### src/rtl/uart_tx_framer_if.sv
// Host-side push handshake for uart_tx_framer: packet, request, ready and frame-done pulse.
interface uart_tx_framer_if #(
    parameter int unsigned PKT_SIZE = 8
);
    logic [PKT_SIZE-1:0] io_txReq_pkt;
    logic                io_txReq_req;
    logic                io_txReq_ready;
    logic                io_txReq_done;

    modport master (
        output io_txReq_pkt,
        output io_txReq_req,
        input  io_txReq_ready,
        input  io_txReq_done
    );

    modport slave (
        input  io_txReq_pkt,
        input  io_txReq_req,
        output io_txReq_ready,
        output io_txReq_done
    );
endinterface

### src/rtl/uart_tx_framer.sv
// Serial UART framer: queues host bytes in a small FIFO and sends each as
// start(0), PKT_SIZE data bits MSb first, stop(1), every bit held CLKS_PER_BIT cycles.
module uart_tx_framer #(
    parameter int unsigned PKT_SIZE     = 8,
    parameter int unsigned CLKS_PER_BIT = 3,
    parameter int unsigned FIFO_DEPTH   = 4
) (
    input  logic                          clock,
    input  logic                          reset,
    uart_tx_framer_if.slave               txreq,
    output logic                          io_tx,
    output logic                          io_busy,
    output logic [$clog2(FIFO_DEPTH):0]   io_count
);
    localparam int unsigned PTR_W  = $clog2(FIFO_DEPTH);
    localparam int unsigned CNT_W  = PTR_W + 1;
    localparam int unsigned BAUD_W = (CLKS_PER_BIT > 1) ? $clog2(CLKS_PER_BIT) : 1;
    localparam int unsigned BIT_W  = $clog2(PKT_SIZE);

    typedef enum logic [1:0] {IDLE, START, DATA, STOP} state_e;

    state_e              state_q, state_d;
    logic [BAUD_W-1:0]   baud_q, baud_d;
    logic [BIT_W-1:0]    bit_q, bit_d;
    logic [PKT_SIZE-1:0] shreg_q, shreg_d;
    logic [PTR_W-1:0]    wptr_q, wptr_d, rptr_q, rptr_d;
    logic [CNT_W-1:0]    count_q, count_d;
    logic                tx_q, tx_d;
    logic                done_q, done_d;
    logic                busy_q, busy_d;
    logic                ready_q, ready_d;
    logic [PKT_SIZE-1:0] mem_q [FIFO_DEPTH];

    logic push, pop, last_baud;

    // FIFO storage; pointers are cleared by reset so stale entries are never read.
    always_ff @(posedge clock) begin
        if (push) mem_q[wptr_q] <= txreq.io_txReq_pkt;
    end

    always_ff @(posedge clock or negedge reset) begin
        if (!reset) begin
            state_q <= IDLE;
            baud_q  <= '0;
            bit_q   <= '0;
            shreg_q <= '0;
            wptr_q  <= '0;
            rptr_q  <= '0;
            count_q <= '0;
            tx_q    <= 1'b1;
            done_q  <= 1'b0;
            busy_q  <= 1'b0;
            ready_q <= 1'b1;
        end else begin
            state_q <= state_d;
            baud_q  <= baud_d;
            bit_q   <= bit_d;
            shreg_q <= shreg_d;
            wptr_q  <= wptr_d;
            rptr_q  <= rptr_d;
            count_q <= count_d;
            tx_q    <= tx_d;
            done_q  <= done_d;
            busy_q  <= busy_d;
            ready_q <= ready_d;
        end
    end

    // tx_d is the line value for the state being entered, so io_tx stays aligned with state_q.
    always_comb begin
        state_d   = state_q;
        baud_d    = baud_q;
        bit_d     = bit_q;
        shreg_d   = shreg_q;
        wptr_d    = wptr_q;
        rptr_d    = rptr_q;
        count_d   = count_q;
        tx_d      = tx_q;
        pop       = 1'b0;
        push      = txreq.io_txReq_req && (count_q != CNT_W'(FIFO_DEPTH));
        last_baud = (baud_q == BAUD_W'(CLKS_PER_BIT - 1));

        case (state_q)
            IDLE: begin
                tx_d = 1'b1;
                if (count_q != '0) begin
                    pop     = 1'b1;
                    state_d = START;
                    baud_d  = '0;
                    tx_d    = 1'b0;
                end
            end
            START: begin
                if (last_baud) begin
                    baud_d  = '0;
                    bit_d   = '0;
                    state_d = DATA;
                    tx_d    = shreg_q[PKT_SIZE-1];
                end else begin
                    baud_d = baud_q + BAUD_W'(1);
                    tx_d   = 1'b0;
                end
            end
            DATA: begin
                if (last_baud) begin
                    baud_d = '0;
                    if (bit_q == BIT_W'(PKT_SIZE - 1)) begin
                        state_d = STOP;
                        tx_d    = 1'b1;
                    end else begin
                        shreg_d = shreg_q << 1;
                        bit_d   = bit_q + BIT_W'(1);
                        tx_d    = shreg_q[PKT_SIZE-2];
                    end
                end else begin
                    baud_d = baud_q + BAUD_W'(1);
                end
            end
            STOP: begin
                tx_d = 1'b1;
                if (last_baud) begin
                    baud_d = '0;
                    if (count_q != '0) begin
                        // Back-to-back frame: next start bit follows the stop bit directly.
                        pop     = 1'b1;
                        state_d = START;
                        tx_d    = 1'b0;
                    end else begin
                        state_d = IDLE;
                    end
                end else begin
                    baud_d = baud_q + BAUD_W'(1);
                end
            end
            default: begin
                state_d = IDLE;
                tx_d    = 1'b1;
            end
        endcase

        if (pop) begin
            shreg_d = mem_q[rptr_q];
            rptr_d  = rptr_q + PTR_W'(1);
        end
        if (push) wptr_d = wptr_q + PTR_W'(1);

        case ({push, pop})
            2'b10:   count_d = count_q + CNT_W'(1);
            2'b01:   count_d = count_q - CNT_W'(1);
            default: count_d = count_q;
        endcase

        done_d  = (state_d == STOP) && (baud_d == BAUD_W'(CLKS_PER_BIT - 1));
        busy_d  = (state_d != IDLE);
        ready_d = (count_d != CNT_W'(FIFO_DEPTH));
    end

    assign io_tx                = tx_q;
    assign io_busy              = busy_q;
    assign io_count             = count_q;
    assign txreq.io_txReq_ready = ready_q;
    assign txreq.io_txReq_done  = done_q;
endmodule

### src/flat_wrapper.sv
// flat-port wrapper written by rule: the top's interface ports become plain ports
module uart_tx_framer_flat 
#(
    parameter int unsigned PKT_SIZE     = 8,
    parameter int unsigned CLKS_PER_BIT = 3,
    parameter int unsigned FIFO_DEPTH   = 4
)
  (clock, reset, io_tx, io_busy, io_count, txreq_io_txReq_pkt, txreq_io_txReq_req, txreq_io_txReq_ready, txreq_io_txReq_done);
  uart_tx_framer_if #(.PKT_SIZE(PKT_SIZE)) txreq_i ();
  input  logic clock;
  input  logic reset;
  output logic io_tx;
  output logic io_busy;
  output logic [$clog2(FIFO_DEPTH):0] io_count;
  input wire logic [$bits(txreq_i.io_txReq_pkt)-1:0] txreq_io_txReq_pkt;
  input wire logic [$bits(txreq_i.io_txReq_req)-1:0] txreq_io_txReq_req;
  output wire logic [$bits(txreq_i.io_txReq_ready)-1:0] txreq_io_txReq_ready;
  output wire logic [$bits(txreq_i.io_txReq_done)-1:0] txreq_io_txReq_done;
  assign txreq_i.io_txReq_pkt = txreq_io_txReq_pkt;
  assign txreq_i.io_txReq_req = txreq_io_txReq_req;
  assign txreq_io_txReq_ready = txreq_i.io_txReq_ready;
  assign txreq_io_txReq_done = txreq_i.io_txReq_done;
  uart_tx_framer #(.PKT_SIZE(PKT_SIZE), .CLKS_PER_BIT(CLKS_PER_BIT), .FIFO_DEPTH(FIFO_DEPTH)) u_core (.clock(clock), .reset(reset), .txreq(txreq_i), .io_tx(io_tx), .io_busy(io_busy), .io_count(io_count));
endmodule
### config.mk
export PLATFORM = sky130hd
export DESIGN_NAME = uart_tx_framer_flat
export DESIGN_NICKNAME = d
export VERILOG_FILES = /design/src/rtl/uart_tx_framer_if.sv /design/src/rtl/uart_tx_framer.sv /design/src/flat_wrapper.sv
export SDC_FILE = /design/constraint.sdc
export NUM_CORES = 1
export LEC_CHECK = 0
export ABC_AREA = 1
export CAP_MARGIN = 30
export CORE_UTILIZATION = 40
export DETAILED_ROUTE_END_ITERATION = 8
export SKIP_CTS_REPAIR_TIMING = 1
export SLEW_MARGIN = 40
export SYNTH_ARGS = -nofsm -noshare
export SYNTH_HDL_FRONTEND = slang
export SYNTH_SLANG_ARGS = --single-unit
### constraint.sdc
create_clock -name clock -period 4.5 [get_ports clock]
set_clock_uncertainty 0.15 [all_clocks]
set_input_delay 0.9 -clock clock [delete_from_list [all_inputs] [get_ports clock]]
set_output_delay 0.9 -clock clock [all_outputs]
set_load 0.05 [all_outputs]
* Word-level counts from Yosys, hierarchy flattened
Memories as Yosys holds them, arrays and structs flattened.
Cells that the tools add are included.
** Storage, ports and cells
- Latch bits :: 0
- Memories :: 1
- Flip-flop bits (word level) :: 26
- Bits in read-only memories :: 0
- Bits in writable memories :: 32
- Output and inout port bits :: 7
** Cells by class
- Shift-type cells :: 0
- Reduce and logical (&&, ||, !) cells :: 11
- Equal/unequal tests :: 15
- Div/mod/pow operators :: 0
- $mul :: 0
- Add/sub/neg operators :: 6
- Magnitude comparators :: 0
- Muxes and demuxes :: 30
- Bitwise gates (word level) :: 0
** Memory list
- u_core.mem_q :: words 4, width 8, read ports 1, clocked after memory_dff 0, wr ports 1, RTL line uart_tx_framer.sv:32 : logic [PKT_SIZE-1:0] mem_q [FIFO_DEPTH];
** Operator list (count)
- 8-bit two-way mux :: 4
- 2-bit two-way mux :: 7
- 2-bit equality test (second input constant) :: 6
- 3-bit one-hot mux with 2 select lines :: 2
- 1-bit two-way mux :: 10
- 3-bit two-way mux :: 3
- 2-bit one-hot mux with 4 select lines :: 1
- 2-bit nonzero test :: 4
- 2-bit by 1-bit adder with 2-bit output (second input constant) :: 3
- 3-bit by 1-bit adder with 3-bit output (second input constant) :: 2
- 2-bit by 1-bit != test with 1-bit output (second input constant) :: 3
- 3-bit != test (second input constant) :: 2
- 2-bit by 1-bit equality test with 1-bit output (second input constant) :: 2
- 1-bit one-hot mux with 4 select lines :: 1
- 2-bit one-hot mux with 2 select lines :: 1
- 4-bit AND reduction :: 1
- 3-bit equality test (second input constant) :: 1
- 3-bit AND reduction :: 1
- 3-bit nonzero test :: 1
- 3-bit OR reduction :: 1
- 3-bit by 1-bit subtractor with 3-bit output (second input constant) :: 1
- 1-bit logical AND :: 2
- 2-bit zero test :: 1
- 2-bit != test (second input constant) :: 1
- 1-bit one-hot mux with 2 select lines :: 1

* Logic depth before layout (Yosys ltp)
Gate-level depths: netlist of run 1.
- Word-level depth :: 7
- Mapped depth :: 13
- Depth with buffers taken out :: 13

* Least setup slack after synthesis of run 1
OpenSTA, ideal clock, no wires.
- Kind :: register to register
- From :: reg u_core.count_q[2] (netlist: u_core.io_count[2])
- To :: reg u_core.ready_q (netlist: u_core.txreq.io_txReq_ready)
- Clock period less this slack :: 2536 ps
- Buffers on the path :: 0
- Setup time :: 82 ps
- Path slack :: 1964 ps
- Data arrival time :: 2304 ps
- Stages on the path, launching flop included :: 14
- Path through :: dfrtp_1 -> inv_1 -> nand2_4 -> nand3_4 -> nand2_4 -> nand2_8 -> inv_1 -> ha_1 -> inv_1 -> fa_1 -> a21oi_1 -> o21ai_0 -> xor2_1 -> nand2_1
** Between the ends
- Cells in the longest elaborated chain, start to end :: 7
- Elaborated cells on any way between the ends :: 12
- Those cells by class :: add/sub (2); eq/ne (4); mux (4); reduce/logical (2)
** RTL lines
- from (decl) :: RTL line uart_tx_framer.sv:27 : logic [CNT_W-1:0] count_q, count_d;
- from (signal assigned) :: RTL line uart_tx_framer.sv:61 : count_q <= count_d;
- 3-bit nonzero test :: RTL line uart_tx_framer.sv:86, uart_tx_framer.sv:123
- 1-bit two-way mux :: RTL line uart_tx_framer.sv:86, uart_tx_framer.sv:123
- 1-bit two-way mux :: RTL line uart_tx_framer.sv:121 : if (last_baud) begin
- 1-bit one-hot mux with 2 select lines :: RTL line uart_tx_framer.sv:83 : case (state_q)
- 2-bit by 1-bit equality test with 1-bit output or 2-bit equality test (tied branches) :: RTL line uart_tx_framer.sv:147 : case ({push, pop})
- 3-bit one-hot mux with 2 select lines * :: RTL line uart_tx_framer.sv:147
- via u_core.count_d[2] :: RTL line uart_tx_framer.sv:27
- 3-bit != test * :: RTL line uart_tx_framer.sv:155 : ready_d = (count_d != CNT_W'(FIFO_DEPTH));
- via u_core.ready_d :: RTL line uart_tx_framer.sv:31 : logic ready_q, ready_d;
- to (signal assigned) :: RTL line uart_tx_framer.sv:65 : ready_q <= ready_d;
- to (decl) :: RTL line uart_tx_framer.sv:31
The timed path passes the listed nets; every way through them passes the cells marked *.
A chain may end at the register's enable or synchronous reset.

* Worst setup path in the final report of run 1
- From :: reg u_core.state_q[0]
- To :: reg u_core.ready_q (netlist: u_core.txreq.io_txReq_ready)
** Between the ends
- Cells in the longest elaborated chain, start to end :: 5
- Elaborated cells on any way between the ends :: 7
- Those cells by class :: eq/ne (4); mux (2); reduce/logical (1)
** RTL lines
- from (decl) :: RTL line uart_tx_framer.sv:22 : state_e state_q, state_d;
- from (signal assigned) :: RTL line uart_tx_framer.sv:55 : state_q <= state_d;
- 2-bit equality test or 2-bit zero test (tied branches) :: RTL line uart_tx_framer.sv:83
- 1-bit one-hot mux with 2 select lines * :: RTL line uart_tx_framer.sv:83
- 2-bit by 1-bit equality test with 1-bit output or 2-bit equality test (tied branches) :: RTL line uart_tx_framer.sv:147
- 3-bit one-hot mux with 2 select lines * :: RTL line uart_tx_framer.sv:147
- via u_core.count_d[1] :: RTL line uart_tx_framer.sv:27
- 3-bit != test * :: RTL line uart_tx_framer.sv:155
- via u_core.ready_d :: RTL line uart_tx_framer.sv:31
Marks and branches as above.

==> results.py, run 1 <==
metrics = {
    "floorplan": {
        "start_util_pct": 42.5,
        "die_area_um2": 7270,
        "core_um2": 6530,
        "die_y_um": 85.3,
        "die_w_um": 85.3,
        "io_pins": 18,
        "rows": 29,
    },
    "critical_path": {
        "arrival_ns": 2.85,
        "cpMostUsedCell": "inv_1",
        "crit_start": "u_core.state_q[0]",
        "crit_slowest_cell": "fa_1",
        "path_cells": "inv_1, ha_1, clkinv_1, nand2_8, inv_1, ha_1, inv_1, fa_1, o21ai_0, nor2_1, nand2_1",
        "cp-end-kind": "register",
        "reg2reg_to": "u_core.txreq.io_txReq_ready",
        "crit_path_max_incr_delay_ns": 0.43,
        "cp.required_ns": 4.63,
        "rrSetupSlack_ns": 1.79,
        "critPathLaunchType": "register",
        "worstRegToRegCells": 11,
        "timing.rr.start": "u_core.state_q[0]",
        "crit_fanout": 19,
        "worstSetupPathType": "reg2reg",
    },
    "power_and_ir_drop": {
        "p_per_area_nw_per_um2": 727,
        "vdd_drop_max_mv": 0.300,
        "power_leakage_nw": 1.42,
    },
    "grt": {
        "grt_pass1_vias": 1752,
        "grtUsageTotal_pct": 15.0,
        "grt_pass1_wl_um": 8170,
        "antenna_found_initial": 0,
        "grt_overflow": 0,
        "grt_max_degree": 27,
    },
    "timing": {
        "finalMaxSlewViolations": 0,
        "finalSetupTns_ns": 0,
        "tightest_slew_ns": 0.670,
        "setup_violations": 0,
        "maxSlewHeadroom_pct": 55.2,
        "max_freq_mhz": 368,
        "hold_viol": 0,
        "rsz0062_at_grt": "false",
        "final.min_clock_period_ns": 2.71,
        "fin_crit_sh_pct": 60.3,
    },
    "yosys": {
        "syn_area_um2": 2770,
        "ys_warn_count": 0,
        "synth-seq-area-share_pct": 58.2,
        "synth_cell_types": 33,
        "avgSynthCellArea_um2": 10.0,
        "syn_inst": 276,
        "syn-num-nets": 300,
        "ys_ff_latch": 58,
    },
    "drt": {
        "drt-initial-drc-count": 58,
        "avgViaCountPerCell": 4.82,
        "vias": 1842,
        "wire_per_inst_um": 12.2,
        "drt_wl_total_um": 4660,
        "routed.top_layer": "met4",
        "ant_nets": 0,
        "dr_wl_met3_um": 181,
        "met1Wirelength_um": 2260,
        "drt_pass1_iterations": 4,
        "drc": 0,
        "wl_met2_um": 2130,
    },
    "final_layout": {
        "final_cell_mix": "nand2_1, nand3_1, edfxtp_1, dfrtp_1, inv_1",
        "final_core_util_pct": 49.3,
        "diodes": 0,
        "n_fill_cell": 622,
        "seqCellArea_um2": 1610,
        "multi_input_area_um2": 1020,
        "mostFrequentLayoutCell": "nand2_1",
        "drive_gt1_share_pct": 11.1,
        "finalNetCount": 324,
        "design_area_um2": 3220,
        "syn_to_final_growth_pct": 16.1,
    },
    "clocking": {
        "cts.path.max_buffers": 2,
        "cts-htree-levels": 3,
        "clockRootBuffer": "clkbuf_8",
        "clkLatencyLatePin_ns": 0.34,
        "numCtsBuffers": 9,
        "clk_pin_slew_ns": 0.06,
        "cts.sink_count": 58,
        "cts_tree": "yes",
    },
    "placement": {
        "dpl.hpwl_um": 3340,
        "placed_area_um2": 3010,
        "numPortBuffers": 17,
        "place_congestion": 0.725,
    },
    "job": {
        "drv_cap": 0,
    },
    "run_status": {
        "status": "completed",
    },
    "min_path": {
        "hold_path_class": "reg2reg",
        "min_to": "u_core.bit_q[0]",
        "holdPathStages": 1,
        "min-delay-start": "u_core.bit_q[0]",
    },
}
[synth_stat cells, drive strengths merged]
cell type,number,share of area (%)
a21oi,3,0.54
a22o,2,0.63
buf,4,1.2
clkbuf,1,0.14
clkinv,1,0.14
dfrtp,24,22
dfstp,2,1.9
edfxtp,32,35
fa,1,0.72
ha,12,5.4
inv,26,3.6
nand2,99,15
nand3,35,7.1
nand4,3,0.68
nor2,15,2.6
nor3,1,0.59
o211ai,1,0.27
o21ai,8,1.6
o22ai,1,0.23
xnor2,2,0.63
xor2,3,0.95
[sequential cells by signal (all words and copies together), names as in the netlist]
name	flops
u_core.shreg_q	8
u_core.state_q	2
u_core.wptr_q	2
u_core.txreq.io_txReq_done	1
u_core.io_count	3
u_core.mem_q	32
u_core.bit_q	3
u_core.io_busy	1
u_core.rptr_q	2
u_core.io_tx	1
u_core.txreq.io_txReq_ready	1
u_core.baud_q	2
[kinds of logic after synthesis]
kind of cell / share of synthesized area [%]
buffers and inverters: 5.05
AOI/OAI and AO/OA: 3.25
DFF: 58.2
and+or+nand+nor: 25.8
xor gates and xnor gates: 1.58
adders and majority gates: 6.14
[final cells by class]
class	count	share of cell area [%]
clock buffers	10	3.96
clock inverters	6	2.53
inverters	27	3.23
multi-input cells	186	31.6
flip-flops and latches	58	50.1
well taps	77	2.99
repair buffers	18	5.52
[worst max-delay path, delay by kind of cell, from the launching register on]
family                     cells  cell delay (ns)
adders and majority gates      3             0.90
DFF                            1             0.39
and+or+nand+nor                3             0.42
buffers and inverters          4             0.55
AOI/OAI and AO/OA              1             0.25
[power breakdown]
part           switching, mW  internal, mW  leakage (nW)
Sequential             0.130         0.746         0.604
Clock                  0.201         0.308         0.104
Combinational          0.628         0.330         0.715
Total                  0.958          1.38          1.42
[layer usage]
| metal | global-route usage, % | vias up |
|---|---|---|
| met1 | 19.2 | 857 |
| met2 | 22.5 | 23 |
| li1 | - | 953 |
| met4 | 6.82 | 0 |
| met5 | 0 | - |
| met3 | 5.84 | 9 |
[how the worst max path moves through the flow]
stage	endpoint	cells after the start
final	u_core.txreq.io_txReq_ready	11
after global routing	u_core.txreq.io_txReq_ready	11
after CTS	u_core.txreq.io_txReq_ready	11
after detailed placement	u_core.txreq.io_txReq_ready	8
after global placement	u_core.txreq.io_txReq_ready	9
after floorplan	u_core.txreq.io_txReq_ready	13
[through the flow]
stage               hold WS, ns  setup WS [ns]  instances  power (mW)
floorplan                 0.302           1.96        276        1.64
global placement          0.325           1.61        366        1.83
detailed placement        0.335           1.53        366        1.85
CTS                       0.343           1.77        382        2.37
global route              0.374           1.56        382        2.55
finish                    0.346           1.79        382        2.34
Power figures use the tool's default switching activity.
==> inputs of run 2 (changes only) <==
==> constraint.sdc (replaced) <==
create_clock -name clock -period 2.6 [get_ports clock]
set_clock_uncertainty 0.15 [all_clocks]
set_input_delay 0.52 -clock clock [delete_from_list [all_inputs] [get_ports clock]]
set_output_delay 0.52 -clock clock [all_outputs]
set_load 0.05 [all_outputs]
==> run 2 against run 1 <==
Compared with the run above:
- non-clock buffer count is 7 higher
- via count is 0.98% higher
- sequential power increased by 74%
- worst setup slack lost 1.6 ns
- largest power group unchanged
- sequential share of layout area shrank 0.94 points
- sequential cell count is the same
- die area unchanged
- power is 77% higher
- hold slack lost 0.014 ns
- clock power rose by 77%
==> results.py, run 2 (same netlist as run 1, synthesis figures left out) <==
metrics = {
    "final_layout": {
        "largest_reg_flops": 32,
        "top_register": "u_core.mem_q",
        "diodes": 0,
        "mostFrequentLayoutCell": "nand2_1",
        "design_area_um2": 3280,
        "final_cell_mix": "nand2_1, nand3_1, edfxtp_1, dfrtp_1, inv_1",
        "finalNetCount": 331,
        "top_regs": "u_core.mem_q x32, u_core.shreg_q x8",
        "fin_cells": 389,
        "drive_gt1_share_pct": 13.5,
        "syn_to_final_growth_pct": 18.3,
    },
    "min_path": {
        "hold_path_class": "reg2reg",
        "min-delay-start": "u_core.bit_q[0]",
        "holdPathStages": 1,
        "min_to": "u_core.bit_q[0]",
    },
    "placement": {
        "place_congestion": 0.739,
        "placed_area_um2": 3060,
        "place_inst": 373,
        "numPortBuffers": 17,
        "dpl.hpwl_um": 3240,
    },
    "floorplan": {
        "die_y_um": 85.3,
        "die_area_um2": 7270,
        "start_util_pct": 42.5,
        "die_w_um": 85.3,
        "rows": 29,
        "core_um2": 6530,
        "io_pins": 18,
    },
    "clocking": {
        "cts_tree": "yes",
        "cts.path.max_buffers": 2,
        "cts-htree-levels": 3,
        "clkLatencyLatePin_ns": 0.34,
        "numCtsBuffers": 9,
        "cts.sink_count": 58,
        "clockRootBuffer": "clkbuf_8",
        "clk_pin_slew_ns": 0.07,
    },
    "critical_path": {
        "cp-end-kind": "register",
        "path_cells": "inv_1, ha_1, clkinv_1, nand2_8, inv_1, ha_1, inv_1, fa_1, o21ai_0, nor2_1, nand2_1",
        "worstSetupPathType": "reg2reg",
        "arrival_ns": 2.52,
        "timing.rr.start": "u_core.state_q[0]",
        "crit_family": "adder cells",
        "crit_slowest_cell": "dfrtp_1",
        "critPathLaunchType": "register",
        "crit_fanout": 4,
        "worstRegToRegCells": 11,
        "cp_num_buf_inv": 4,
        "cp.required_ns": 2.73,
        "crit_path_max_incr_delay_ns": 0.41,
        "rrSetupSlack_ns": 0.22,
        "reg2reg_to": "u_core.txreq.io_txReq_ready",
        "cpMostUsedCell": "inv_1",
    },
    "drt": {
        "wire_per_inst_um": 12.2,
        "drt_wl_total_um": 4750,
        "drt_pass1_iterations": 4,
        "vias": 1860,
        "avgViaCountPerCell": 4.78,
        "drc": 0,
        "drt-initial-drc-count": 71,
        "ant_nets": 0,
    },
    "grt": {
        "grt_overflow": 0,
        "grtUsageTotal_pct": 15.2,
        "grt_pass1_wl_um": 8310,
        "antenna_found_initial": 0,
        "grt_pass1_vias": 1830,
        "grt_max_degree": 27,
    },
    "timing": {
        "finalSetupTns_ns": 0,
        "maxSlewHeadroom_pct": 59.2,
        "fin_crit_sh_pct": 91.7,
        "setup_violations": 0,
        "tightest_slew_ns": 0.611,
        "finalMaxSlewViolations": 0,
        "hold_viol": 0,
        "rsz0062_at_grt": "false",
        "final.min_clock_period_ns": 2.38,
        "max_freq_mhz": 420,
    },
    "job": {
        "drv_cap": 0,
    },
    "power_and_ir_drop": {
        "p_per_area_nw_per_um2": 1260,
        "vdd_drop_max_mv": 0.459,
        "power_leakage_nw": 1.46,
    },
    "run_status": {
        "status": "completed",
    },
}
## run 2: cell count changes in the layout (fill, tap and decap cells not counted), sizes merged
cell    delta
buf        +7
clkinv     +1
clkbuf     -1
## run 2: routing by layer
metal	wire (µm)	global-route usage, %	vias to the layer above	part of all wire, %
met5	0	0	-	0
met4	59	5.00	0	1.2
met3	184	5.84	6	3.9
met2	2220	24.1	27	47
met1	2280	19.4	855	48
li1	-	-	972	-
## run 2: worst max-delay path by stage
stage	cells after the start	slack, ns	end	startpoint
floorplan	13	0.06	u_core.txreq.io_txReq_ready	u_core.io_count[2]
global placement	9	0.29	u_core.txreq.io_txReq_ready	txreq_io_txReq_req
detailed placement	11	0.23	u_core.txreq.io_txReq_ready	u_core.state_q[0]
CTS	11	0.19	u_core.txreq.io_txReq_ready	u_core.state_q[0]
global route	11	0.04	u_core.txreq.io_txReq_ready	u_core.state_q[0]
finish	11	0.22	u_core.txreq.io_txReq_ready	u_core.state_q[0]
## run 2: cell type report
cell class | instances | area, µm²
clock inverters | 7 | 93.8
repair buffers | 25 | 230
multi-input cells | 186 | 1020
fillers | 605 | 3250
inverters | 27 | 104
well taps | 77 | 96.3
flip-flops and latches | 58 | 1610
clock buffers | 9 | 124
## run 2: report_power, final
part           leakage (nW)  total, mW  internal, mW  switching (mW)
registers             0.604       1.52          1.29           0.228
clock network         0.107      0.902         0.537           0.365
logic                 0.750       1.73         0.627            1.10
## run 2: through the flow
step	utilization, %	total power, mW	hold slack (ns)	setup slack (ns)
floorplan	-	2.84	0.0744	0.0641
global placement	46.9	3.25	0.324	0.291
detailed placement	46.9	3.29	0.323	0.227
CTS	50.2	4.20	0.335	0.193
global route	50.2	4.50	0.366	0.0422
finish	50.2	4.15	0.332	0.216
